$ cat config.mk
export PLATFORM = sky130hd
export DESIGN_NAME = order_tx
export DESIGN_NICKNAME = d
export VERILOG_FILES = /design/src/rtl/order_tx.sv
export SDC_FILE = /design/constraint.sdc
export NUM_CORES = 1
export LEC_CHECK = 0
export BUFFER_PORTS_ARGS = -buffer_cell sky130_fd_sc_hd__buf_4
export CAP_MARGIN = 40
export CORE_MARGIN = 5
export CORE_UTILIZATION = 40
export CTS_CLUSTER_SIZE = 40
export DETAILED_ROUTE_END_ITERATION = 10
export GPL_ROUTABILITY_DRIVEN = 0
export GPL_TIMING_DRIVEN = 0
export PLACE_DENSITY = 0.54
export SYNTH_ARGS = -nofsm -noshare
export SYNTH_HDL_FRONTEND = slang
export SYNTH_SLANG_ARGS = --single-unit
$ cat constraint.sdc
create_clock -name clk -period 4.9 [get_ports clk]
set_input_delay 0.49 -clock clk [delete_from_list [all_inputs] [get_ports clk]]
set_output_delay 0.49 -clock clk [all_outputs]
set_load 0.05 [all_outputs]
$ cat src/rtl/order_tx.sv
// order_tx: buffers 128-bit order words in a small FIFO and frames each one
// as a multi-beat Avalon-ST packet (header, high payload, low payload).
// Optional feature macro: ORDER_TX_CKSUM_EN appends a fourth beat carrying
// the XOR of the header and both payload beats.
module order_tx #(
    parameter int unsigned ORDER_WIDTH   = 128,
    parameter int unsigned TX_DATA_WIDTH = 64,
    parameter int unsigned FIFO_DEPTH    = 4,
    parameter int unsigned SEQ_WIDTH     = 32,
    parameter logic [15:0] HDR_TAG       = 16'hA5C3
) (
    input  logic                            clk,
    input  logic                            reset,
    input  logic                            order_valid,
    output logic                            order_ready,
    input  logic [ORDER_WIDTH-1:0]          order_data,
    output logic                            tx_valid,
    input  logic                            tx_ready,
    output logic                            tx_startofpacket,
    output logic                            tx_endofpacket,
    output logic [TX_DATA_WIDTH-1:0]        tx_data,
    output logic [2:0]                      tx_empty,
    output logic [SEQ_WIDTH-1:0]            seq_num,
    output logic [15:0]                     drop_cnt,
    output logic [$clog2(FIFO_DEPTH):0]     fifo_level
);

    localparam int unsigned AW = $clog2(FIFO_DEPTH);
    localparam int unsigned LW = AW + 1;

    typedef enum logic [2:0] {
        IDLE,
        HDR,
        HI,
`ifdef ORDER_TX_CKSUM_EN
        LO,
        CKS
`else
        LO
`endif
    } state_t;

`ifdef ORDER_TX_CKSUM_EN
    localparam state_t LAST_ST = CKS;
`else
    localparam state_t LAST_ST = LO;
`endif

    // FIFO storage and bookkeeping
    logic [ORDER_WIDTH-1:0]   mem_q [FIFO_DEPTH];
    logic [AW-1:0]            wr_ptr_q;
    logic [AW-1:0]            rd_ptr_q;
    logic [LW-1:0]            count_q;
    logic [LW-1:0]            count_d;
    logic [ORDER_WIDTH-1:0]   hold_q;
    logic [15:0]              drop_q;

    // Framer state and registered beat outputs
    state_t                   state_q;
    logic                     tx_valid_q;
    logic                     sop_q;
    logic                     eop_q;
    logic [TX_DATA_WIDTH-1:0] data_q;
    logic [SEQ_WIDTH-1:0]     seq_q;
    logic [SEQ_WIDTH-1:0]     seq_inc;

    logic fifo_empty;
    logic fifo_full;
    logic push;
    logic pop;
    logic pkt_done;

    // Header beat: tag in the top 16 bits, sequence number in the low bits.
    function automatic logic [TX_DATA_WIDTH-1:0] hdr_word(input logic [SEQ_WIDTH-1:0] s);
        logic [TX_DATA_WIDTH-1:0] w;
        w = '0;
        w[SEQ_WIDTH-1:0] = s;
        w[TX_DATA_WIDTH-1 -: 16] = HDR_TAG;
        return w;
    endfunction

    assign fifo_empty  = (count_q == '0);
    assign fifo_full   = (count_q == LW'(FIFO_DEPTH));
    assign order_ready = !reset && !fifo_full;
    assign push        = order_valid && order_ready;
    assign pkt_done    = tx_valid_q && tx_ready && (state_q == LAST_ST);
    assign pop         = !fifo_empty && ((state_q == IDLE) || pkt_done);
    assign seq_inc     = seq_q + SEQ_WIDTH'(1);

    // Occupancy next-state: simultaneous push and pop leaves it unchanged.
    always_comb begin
        count_d = count_q;
        if (push && !pop) begin
            count_d = count_q + LW'(1);
        end else if (pop && !push) begin
            count_d = count_q - LW'(1);
        end
    end

    // FIFO array write; contents need no reset since pointers define validity.
    always_ff @(posedge clk) begin
        if (push) begin
            mem_q[wr_ptr_q] <= order_data;
        end
    end

    // FIFO pointers, occupancy, holding register and drop counter.
    always_ff @(posedge clk) begin
        if (reset) begin
            wr_ptr_q <= '0;
            rd_ptr_q <= '0;
            count_q  <= '0;
            hold_q   <= '0;
            drop_q   <= '0;
        end else begin
            count_q <= count_d;
            if (push) begin
                wr_ptr_q <= wr_ptr_q + AW'(1);
            end
            if (pop) begin
                rd_ptr_q <= rd_ptr_q + AW'(1);
                hold_q   <= mem_q[rd_ptr_q];
            end
            if (order_valid && !order_ready && (drop_q != 16'hFFFF)) begin
                drop_q <= drop_q + 16'd1;
            end
        end
    end

    // Packet framer: walks header/payload beats, holding each until accepted.
    always_ff @(posedge clk) begin
        if (reset) begin
            state_q    <= IDLE;
            tx_valid_q <= 1'b0;
            sop_q      <= 1'b0;
            eop_q      <= 1'b0;
            data_q     <= '0;
            seq_q      <= '0;
        end else if (pkt_done) begin
            seq_q <= seq_inc;
            if (!fifo_empty) begin
                state_q    <= HDR;
                tx_valid_q <= 1'b1;
                sop_q      <= 1'b1;
                eop_q      <= 1'b0;
                data_q     <= hdr_word(seq_inc);
            end else begin
                state_q    <= IDLE;
                tx_valid_q <= 1'b0;
                sop_q      <= 1'b0;
                eop_q      <= 1'b0;
                data_q     <= '0;
            end
        end else begin
            case (state_q)
                IDLE: begin
                    if (!fifo_empty) begin
                        state_q    <= HDR;
                        tx_valid_q <= 1'b1;
                        sop_q      <= 1'b1;
                        eop_q      <= 1'b0;
                        data_q     <= hdr_word(seq_q);
                    end
                end
                HDR: begin
                    if (tx_ready) begin
                        state_q <= HI;
                        sop_q   <= 1'b0;
                        data_q  <= hold_q[ORDER_WIDTH-1 -: TX_DATA_WIDTH];
                    end
                end
                HI: begin
                    if (tx_ready) begin
                        state_q <= LO;
                        data_q  <= hold_q[TX_DATA_WIDTH-1:0];
`ifdef ORDER_TX_CKSUM_EN
                        eop_q   <= 1'b0;
`else
                        eop_q   <= 1'b1;
`endif
                    end
                end
`ifdef ORDER_TX_CKSUM_EN
                LO: begin
                    if (tx_ready) begin
                        state_q <= CKS;
                        eop_q   <= 1'b1;
                        data_q  <= hdr_word(seq_q)
                                 ^ hold_q[ORDER_WIDTH-1 -: TX_DATA_WIDTH]
                                 ^ hold_q[TX_DATA_WIDTH-1:0];
                    end
                end
`endif
                default: begin
                end
            endcase
        end
    end

    assign tx_valid         = tx_valid_q;
    assign tx_startofpacket = sop_q;
    assign tx_endofpacket   = eop_q;
    assign tx_data          = data_q;
    assign tx_empty         = 3'd0;
    assign seq_num          = seq_q;
    assign drop_cnt         = drop_q;
    assign fifo_level       = count_q;

endmodule

* Word-level counts from Yosys, hierarchy flattened
Memory sizes are Yosys's and may differ from the RTL's. A register that Yosys moved wholly into a read port is not among the register bits. Index checks and enable logic that the tools add are counted.
Operators by class: eq/ne operators 11, $add $sub $neg 6, reductions and logical operators 28, mux-type cells 26
Operators with widths (number):
- $mux W64 | 5
- $pmux W64 S3 | 1
- $add A32 B1 Y32 const B | 1
- $mux W3 | 6
- $add A16 B1 Y16 const B | 1
- $ne A16 B16 Y1 const B | 1
- $mux W1 | 11
- $logic_and A1 B1 Y1 | 9
- $ne A3 B3 Y1 const B | 3
- $pmux W3 S3 | 1
- $eq A3 B2 Y1 const B | 2
- $logic_not A1 Y1 | 6
- $logic_not A3 Y1 | 2
- $reduce_and A3 Y1 | 2
- $reduce_bool A2 Y1 | 3
- $add A2 B1 Y2 const B | 2
- $ne A2 B2 Y1 const B | 2
- $pmux W1 S2 | 2
- $reduce_and A4 Y1 | 1
- $reduce_bool A4 Y1 | 1
- $add A3 B1 Y3 const B | 1
- $eq A3 B1 Y1 const B | 1
- $eq A3 B3 Y1 const B | 1
- $reduce_bool A3 Y1 | 1
- other kinds (5) | 5
Storage, ports and cells: bits in registers 125, memory bits (writable) 512, output and inout port bits 122, memories kept 1, input bits 132
Memories:
- mem_q | depth 4, width 128, read ports 1, clocked after Yosys merged registers in 1, write ports 1, line 50 | logic [ORDER_WIDTH-1:0] mem_q [FIFO_DEPTH];

* Depth between registers and ports, before layout
Gate-level depths: netlist of run 1.
word-level depth 8, mapped depth 12

* Worst setup path after synthesis of run 1
No wires, ideal clock.
path kind reg-to-reg, start point register count_q[0], in the netlist fifo_level[0], end point memory mem_q[0][0] (enable), buffers on the path 0, path slack -0.412 ns, arrival 4.809 ns, required time 4.397 ns, stages on the path, launching flop included 4, cell sequence dfxtp_1 nor3b_1 nor2_1 and3_1
On the way: cells in the longest elaborated chain, start to end 6
Ends and longest elaborated chain:
- start: declaration | line 53 | logic [LW-1:0] count_q;
- start signal: assignment | line 116 | count_q <= count_d;
- $eq A3 B3 Y1 | line 83 | assign fifo_full = (count_q == LW'(FIFO_DEPTH));
- $logic_not A1 Y1 | line 84 | assign order_ready = !reset && !fifo_full;
- $logic_and A1 B1 Y1 | line 84
- net order_ready | line 15 | output logic order_ready,
- $logic_and A1 B1 Y1 | line 85 | assign push = order_valid && order_ready;
- $mux W1 | line 102 | if (push) begin
- $mux W1 (implied by the code) | line 103 | mem_q[wr_ptr_q] <= order_data;
- end: declaration | line 50
The timed path passes the listed nets, and every way through them passes these cells.

* Final worst setup path of run 1
start point register state_q[0], end point register count_q[2], in the netlist fifo_level[2]
On the way: cells in the longest elaborated chain, start to end 7, elaborated cells on any way between the ends 10, those cells by class eq/ne: 1; mux: 1; reduce/logical: 8
Ends and longest elaborated chain:
- start: declaration | line 59 | state_t state_q;
- start signal: assignment | line 133 | state_q <= IDLE;
- start signal: assignment | line 142 | state_q <= HDR;
- start signal: assignment | line 148 | state_q <= IDLE;
- $eq A3 B2 Y1 | line 86 | assign pkt_done = tx_valid_q && tx_ready && (state_q == LAST_ST);
- $logic_and A1 B1 Y1 | line 86
- $logic_or A1 B1 Y1 * | line 87 | assign pop = !fifo_empty && ((state_q == IDLE) || pkt_done);
- $logic_and A1 B1 Y1 * | line 87
- $logic_not A1 Y1 | line 93 | if (push && !pop) begin
- $logic_and A1 B1 Y1 | line 93
- $mux W3 / $reduce_bool A2 Y1 (equally long branches)
Every way passes the cells marked *; elsewhere a longest branch is shown, timed or not. A chain may end at the register's enable or synchronous reset.

==> qor.txt, run 1 <==
max-cap violation count - 0
clk buf depth - 3
initial antenna violation count - 12
synth warn - 0
RSZ-0062 raised after global routing - no
fin util - 0.490
Finished Layout Cells - 3504
number of global-route vias before repair - 19100
antenna-violating nets left - 0
Crit. End Element - register
share of post-route cells with drive strength above 1 - 0.222
final worst slack - 1.55 ns
reg2reg start - state_q[0]$_SDFFE_PP0P_
f_max - 299 MHz
FP Rows - 99
Post-synth EDFFs - 512
Hold Startpoint - order_data[89]
Die Area - 79700 um2
register bit total from synthesis - 764
Pwr Total - 20.6 mW
Routed WL - 82500 um
critical-path maximum fanout - 10
Slew headroom - 0.403
hold crit path type - input pin to register
Critical path buffers and inverters - 4
Period minus WS final - 3.35 ns
Worst EP required - 5.44 ns
DR DRC count - 0
Final Net Count - 2617
Hold Buf Count CTS - 0
pwr/cell area - 574 nW/um2
worst-margin pin slew - 0.896 ns
sequential area share after synthesis - 0.688
I/O pin cnt - 254
Vert. Die Dim - 282 um
placed instance count - 3348
worst vdd ir - 228 uV
first-pass GRT wire length - 122000 um
htree depth - 3
R2R Setup Slk - 1.55 ns
Setup crit start kind - register
Vias - 19100
setup_tns - 0 ns
Detailed Routing Iterations Pass 1 - 6
status - finished, final reports clean
postcts setup bufs - 0
CTS clk-pin slew, worst paths - 0.06 ns
Filler Cell Count - 6320
CTS tree - done
slowest CP cell - clkbuf_1
CTS sink count - 764
final setup vio count - 0
CP peak stage delay - 0.60 ns
Largest delay share family, worst path - buffers and inverters
cells along the critical path - ha_1 > and3_1 > clkbuf_1 > o21a_1 > inv_1 > clkbuf_1 > ha_1 > inv_1 > fa_1 > xor2_1 > or3_1 > a21oi_1
Hold Fails Final Rpt - 0
Tot GR Track Use - 0.203
post-DR vias/cell - 5.46
Leak - 11.9 nW
DRT iter0 DRCs - 1597
crit path launch - state_q[0]$_SDFFE_PP0P_
largest net degree at the start of global routing - 51
grt total ovfl - 0
Area growth, synth to finish - 20.8%
Mapped Area - 29700 um2
Synth Instances - 2117
Top FF cell, synth - edfxtp_1
Root Buffer - clkbuf_16
Setup Skew - 0.0189 ns
Pins Over Slew Limit - 0
post-detail-place hpwl - 58600 um
Core Area - 73200 um2
initial core utilization - 0.405
Worst Path Arrival - 3.89 ns
Setup WS pre-CTS - 1.51 ns
Netlist cell types - 62
Die Wd - 282 um
kind of critical path - register to register
Syn Area/Cell - 14.0 um2
# resized after CTS - 0
total CTS buffers - 81
ys async rst share - 0
Wirelength per Cell - 23.5 um
Buffers on Ports - 249
Clock Latency Late Sink - 0.62 ns
Tcrit/Tclk final - 0.683
[registers in the layout (all words and copies together), names as in the netlist]
name / cells
wr_ptr_q: 2
tx_valid: 1
tx_data: 64
seq_num: 32
hold_q: 128
rd_ptr_q: 2
drop_cnt: 16
tx_endofpacket: 1
fifo_level: 3
mem_q: 512
tx_startofpacket: 1
state_q: 2
[layer usage]
layer | track usage | routed length (um) | share of wire | up-vias
met3 | 0.0470 | 5920 | 0.072 | 108
li1 | - | - | - | 8744
met5 | 0 | 105 | 0.0013 | -
met4 | 0.0510 | 1530 | 0.019 | 16
met1 | 0.279 | 35400 | 0.43 | 9692
met2 | 0.331 | 39500 | 0.48 | 581
[final cells by class]
class                           count  area [um2]  area share
Multi-Input combinational cell   1178        8550       0.239
Clock inverter                     52         559      0.0156
Timing Repair Buffer              271        2260      0.0630
Tap cell                          959        1200      0.0335
Sequential cell                   764       20400       0.570
Antenna cell                        6        15.0    0.000419
Buffer                            163         668      0.0186
Inverter                           14        52.6     0.00147
Clock buffer                       97        2120      0.0591
[cells in the final DEF, fill, tap and decap left out, types with 6 or more instances in the layout]
master and n:
and4_1 6, xor2_1 12, diode_2 6, nand4_1 16, a21oi_1 222, clkbuf_1 139
buf_4 256, nor3_1 25, or3_1 35, clkinv_1 16, nor4_1 19, dfxtp_1 252
buf_1 8, xnor2_1 31, edfxtp_1 512, clkinv_2 15, bufinv_16 10, nand2_1 321
buf_6 6, nand3_1 33, buf_16 6, a31oi_1 8, o21ai_0 58, ha_1 11
nor2_1 85, o31a_1 8, and3_1 6, inv_1 14, clkbuf_16 82, a221oi_1 16
mux4_2 128, a22oi_1 41, buf_2 23, a221o_1 12
[report_power, final]
group          total (mW)  leakage, nW  switching (mW)  internal [mW]
registers            8.22         6.71           0.467           7.75
clock network        6.14         1.29            2.52           3.62
logic                6.22         3.91            4.14           2.08
total                20.6         11.9            7.13           13.5
[through the flow]
stage | area [um2] | hold WS, ns
after floorplan | 29700 | 0.436
after global placement | 32700 | 0.443
after detailed placement | 33100 | 0.449
after CTS | 35800 | 0.0226
after global routing | 35800 | 0.0387
final | 35800 | 0.0634
[synthesized netlist by cell type (all sizes together) (10+ instances only)]
cell	n	area (um2)
nor3	26	135
a221oi	16	140
clkbuf	126	474
nor4	22	156
a221o	12	120
nand2	321	1200
nor2	85	319
edfxtp	512	15400
and3	10	62.6
ha	11	138
mux4	128	2880
a22oi	41	308
nand3	33	165
nand4	16	100
dfxtp	252	5040
inv	14	52.6
a21oi	222	1110
o21ai	60	300
xor2	12	105
xnor2	31	272
or3	35	219
buf	37	194
[worst paths after layout]
| kind | to | cells past startpoint |
|---|---|---|
| worst max-delay path | fifo_level[2]$_SDFFE_PP0P_ | 12 |
| worst min-delay path | mem_q[0][89]$_DFFE_PP_ | 1 |
| worst max register to register | fifo_level[2]$_SDFFE_PP0P_ | 12 |
| worst min register to register | hold_q[13]$_SDFFE_PP0P_ | 2 |
[cell families after synthesis]
group / after synthesis / share of synthesized area
AOI/OAI and AO/OA: 411 / 0.0839
xor gates and xnor gates: 43 / 0.0127
adders and majority gates: 12 / 0.00531
buffers and inverters: 177 / 0.0243
DFF: 764 / 0.688
muxes: 131 / 0.0982
other: 1 / 0.000126
and+or+nand+nor: 578 / 0.0871
(Power assumes the default switching activity.)
==> inputs of run 2 (changes only) <==
--- a/config.mk
+++ b/config.mk
@@ -5,6 +5,7 @@
 export SDC_FILE = /design/constraint.sdc
 export NUM_CORES = 1
 export LEC_CHECK = 0
+export ABC_AREA = 1
 export BUFFER_PORTS_ARGS = -buffer_cell sky130_fd_sc_hd__buf_4
 export CAP_MARGIN = 40
 export CORE_MARGIN = 5
@@ -13,7 +14,7 @@
 export DETAILED_ROUTE_END_ITERATION = 10
 export GPL_ROUTABILITY_DRIVEN = 0
 export GPL_TIMING_DRIVEN = 0
-export PLACE_DENSITY = 0.54
+export PLACE_DENSITY = 0.56
 export SYNTH_ARGS = -nofsm -noshare
 export SYNTH_HDL_FRONTEND = slang
 export SYNTH_SLANG_ARGS = --single-unit
==> constraint.sdc (replaced) <==
create_clock -name clk -period 2.8 [get_ports clk]
set_input_delay 0.28 -clock clk [delete_from_list [all_inputs] [get_ports clk]]
set_output_delay 0.28 -clock clk [all_outputs]
set_load 0.05 [all_outputs]
==> run 2 against run 1 <==
  * Die area grew 2.8%
  * Hold slack gained 0.017 ns
  * Clock power grew 66%
  * Sequential share of layout area shrank 3.5 points
  * Power grew 83%
==> qor.txt, run 2 <==
met2 wire len - 47700 um (+21%)
max reg flops - 512 (unchanged)
Synth Instances - 2919 (+38%)
Leak - 13.8 nW (+16%)
largest family of logic cells by synthesized area - simple AND/OR/NAND/NOR gates
Wirelength per Cell - 22.8 um (-3.2%)
Post-synth EDFFs - 512 (unchanged)
combinational share of power - 0.348 (+0.046)
Syn Area/Cell - 10.5 um2 (-25%)
Reg power frac - 0.380 (-0.019)
Finished Layout Cells - 4463 (+27%)
clk buf depth - 3 (unchanged)
ys async rst share - 0 (unchanged)
clock share of power - 0.272 (-0.026)
Top FF cell, synth - edfxtp_1
Netlist cell types - 43 (-31%)
worst vdd ir - 461 uV (+100%)
area leader, netlist - edfxtp_1
Pint - 23.0 mW (+71%)
reg2reg start - state_q[1]$_SDFFE_PP0P_
Pins Over Slew Limit - 0 (unchanged)
most common cell after layout, fill and taps aside - nor2_1
Vias - 24000 (+25%)
hold crit path type - input pin to register
Core Area - 75800 um2 (+3.6%)
cells along the critical path - inv_1 > ha_1 > nand2_1 > inv_1 > clkbuf_1 > nand4_1 > a21oi_1
CTS tree - done
f_max - 390 MHz (+31%)
Vert. Die Dim - 286 um (+1.4%)
Hold Startpoint - order_valid
Pwr Total - 37.6 mW (+83%)
Area growth, synth to finish - 25.2%
number of global-route vias before repair - 23300 (+22%)
Root Buffer - clkbuf_16
Mapped Area - 30500 um2 (+2.9%)
Hold Buf Count CTS - 128 (+128)
worst-margin pin slew - 0.905 ns (+0.00907 ns)
capture point of the worst reg-to-reg path - tx_data[47]$_SDFFE_PP0P_
Filler Cell Count - 6865 (+8.6%)
CTS clk-pin slew, worst paths - 0.06 ns (about the same)
slowest CP cell - clkbuf_1
Largest delay share family, worst path - buffers and inverters
NetSw - 14.6 mW (+110%)
Routed WL - 102000 um (+23%)
antenna-violating nets left - 0 (unchanged)
placed instance count - 4182 (+25%)
post-detail-place hpwl - 71800 um (+23%)
list of most frequent post-synthesis cells - nor2_1 (616), edfxtp_1 (512), o21ai_0 (398)
pwr/cell area - 985 nW/um2 (+72%)
Worst EP required - 3.35 ns (-2.09 ns)
status - finished, final reports clean
post-synthesis compound-gate area fraction - 0.135 (+0.0506)
most frequent cells in the layout - nor2_1 (612), edfxtp_1 (512), o21ai_0 (398)
Die Area - 81900 um2 (+2.8%)
final setup vio count - 0 (unchanged)
post-DR vias/cell - 5.38 (-1.5%)
worst reg2reg path depth - 7 (-5)
FP Rows - 101 (+2.0%)
kind of critical path - register to register
Post-Synth Simple-Gate Area - 0.145 (+0.0581)
DR DRC count - 0 (unchanged)
Clock Latency Late Sink - 0.62 ns (about the same)
routed length on met3 - 7400 um (+25%)
initial antenna violation count - 6 (-6)
RSZ-0062 raised after global routing - no
WL met1 - 42600 um (+20%)
multiplexer share of the synthesized area - 0 (-0.0982)
ranking of synthesized cells by area - edfxtp_1 (50%), dfxtp_1 (17%), nor2_1 (7.6%)
R2R Setup Slk - 0.24 ns (-1.32 ns)
Setup Skew - 0.0155 ns (-0.00336 ns)
grt total ovfl - 0 (unchanged)
DRT iter0 DRCs - 2167 (+36%)
initial core utilization - 0.403 (-0.00273)
htree depth - 3 (unchanged)
Buffers on Ports - 249 (unchanged)
first-pass GRT wire length - 148000 um (+22%)
Tot GR Track Use - 0.241 (+0.0379)
Final Net Count - 3558 (+36%)
Crit. End Element - register
Period minus WS final - 2.56 ns (-0.785 ns)
Sw Share - 0.389 (+0.0424)
Yosys top cell area share - 0.504 (-0.0145)
CP peak stage delay - 0.56 ns (-0.04 ns)
critical-path maximum fanout - 10 (unchanged)
max-cap violation count - 0 (unchanged)
largest net degree at the start of global routing - 25 (-51%)
max layer used - met4
post-synthesis adder-cell area fraction - 0.00517 (-0.000149)
Tcrit/Tclk final - 0.915 (+0.232)
Worst Path Arrival - 3.11 ns (-0.78 ns)
Hold Fails Final Rpt - 0 (unchanged)
Setup crit start kind - register
Die Wd - 286 um (+1.4%)
Top cell by count, worst path - inv_1
# resized after CTS - 0 (unchanged)
share of post-route cells with drive strength above 1 - 0.156 (-0.0655)
count leader, synth - nor2_1
synth warn - 0 (unchanged)
Slew headroom - 0.397 (-0.00604)
Critical path buffers and inverters - 3 (-1)
register bit total from synthesis - 764 (unchanged)
total CTS buffers - 80 (-1.2%)
Detailed Routing Iterations Pass 1 - 5 (-1)
postcts setup bufs - 0 (unchanged)
cell depth of the worst setup path - 7 (-5)
I/O pin cnt - 254 (unchanged)
CTS sink count - 764 (unchanged)
Reg with most FFs - mem_q
sequential area share after synthesis - 0.669 (-0.0192)
Synth Area in XOR/XNOR - 0.00660 (-0.00609)
Min-Delay Path Depth - 3 (+2)
Hold Path Sink - wr_ptr_q[1]$_SDFFE_PP0P_
==> run 2: tightest hold or removal path: cells and delay by family <==
kind	cells	cell delay, ns
buf+inv	1	0.10
simple gates	1	0.11
compound gates	1	0.16
==> run 2: layer usage <==
layer  up-vias  GRT usage
li1      11200          -
met4         0     0.0902
met3       174     0.0447
met2       964      0.389
met1     11700      0.326
met5         -          0
==> run 2: cell type report <==
class	count	area, um2	area share
repair buffers	411	3850	0.101
multi-input cells	1880	8960	0.234
clock buffers	119	2370	0.0621
plain buffers	192	875	0.0229
flip-flops and latches	764	20400	0.535
diodes	4	10.0	0.000262
clock inverters	30	165	0.00432
inverters	85	325	0.00852
well taps	978	1220	0.0320
==> run 2: kinds of logic (layout without fill, tap and decap cells) <==
kind of cell             count (synthesis)  count (layout)
AND/OR/NAND/NOR                       1102            1102
flip-flops                             764             764
AO/OA/AOI/OAI                          740             740
buffers and inverters                  277             837
XOR/XNOR                                23              23
adder cells (fa/ha/maj)                 12              12
other                                    1               7
==> run 2: power groups by stage <==
stage / Sequential [mW] / Clock [mW] / Combinational, mW
after CTS: 14.3 / 10.4 / 13.0
final: 14.3 / 10.2 / 13.1
after floorplan: 14.9 / 0 / 7.21
after detailed placement: 14.6 / 0 / 12.8
after global routing: 14.4 / 10.9 / 14.2
after global placement: 14.6 / 0 / 12.5
==> run 2: worst max path at each step <==
stage / start / to / slack, ns
after floorplan: fifo_level[1]$_SDFFE_PP0P_ / mem_q[0][0]$_DFFE_PP_ / -0.69
after global placement: reset / mem_q[0][44]$_DFFE_PP_ / -2.39
after detailed placement: reset / hold_q[116]$_SDFFE_PP0P_ / -0.10
after CTS: state_q[1]$_SDFFE_PP0P_ / hold_q[81]$_SDFFE_PP0P_ / 0.26
after global routing: state_q[1]$_SDFFE_PP0P_ / tx_data[47]$_SDFFE_PP0P_ / 0.07
final: state_q[1]$_SDFFE_PP0P_ / tx_data[47]$_SDFFE_PP0P_ / 0.24
==> run 2: stage by stage <==
step / hold slack [ns] / setup TNS (ns) / utilization / setup WS (ns) / instance area (um2)
4_1_cts: 0.0460 / 0 / 0.504 / 0.261 / 38200
3_3_place_gp: 0.456 / -1195.27 / 0.444 / -2.39 / 33700
6_report: 0.0809 / 0 / 0.504 / 0.238 / 38200
2_1_floorplan: 0.379 / -342.86 / - / -0.686 / 30600
3_5_place_dp: 0.456 / -0.618 / 0.453 / -0.104 / 34400
5_1_grt: 0.0924 / 0 / 0.504 / 0.0744 / 38200
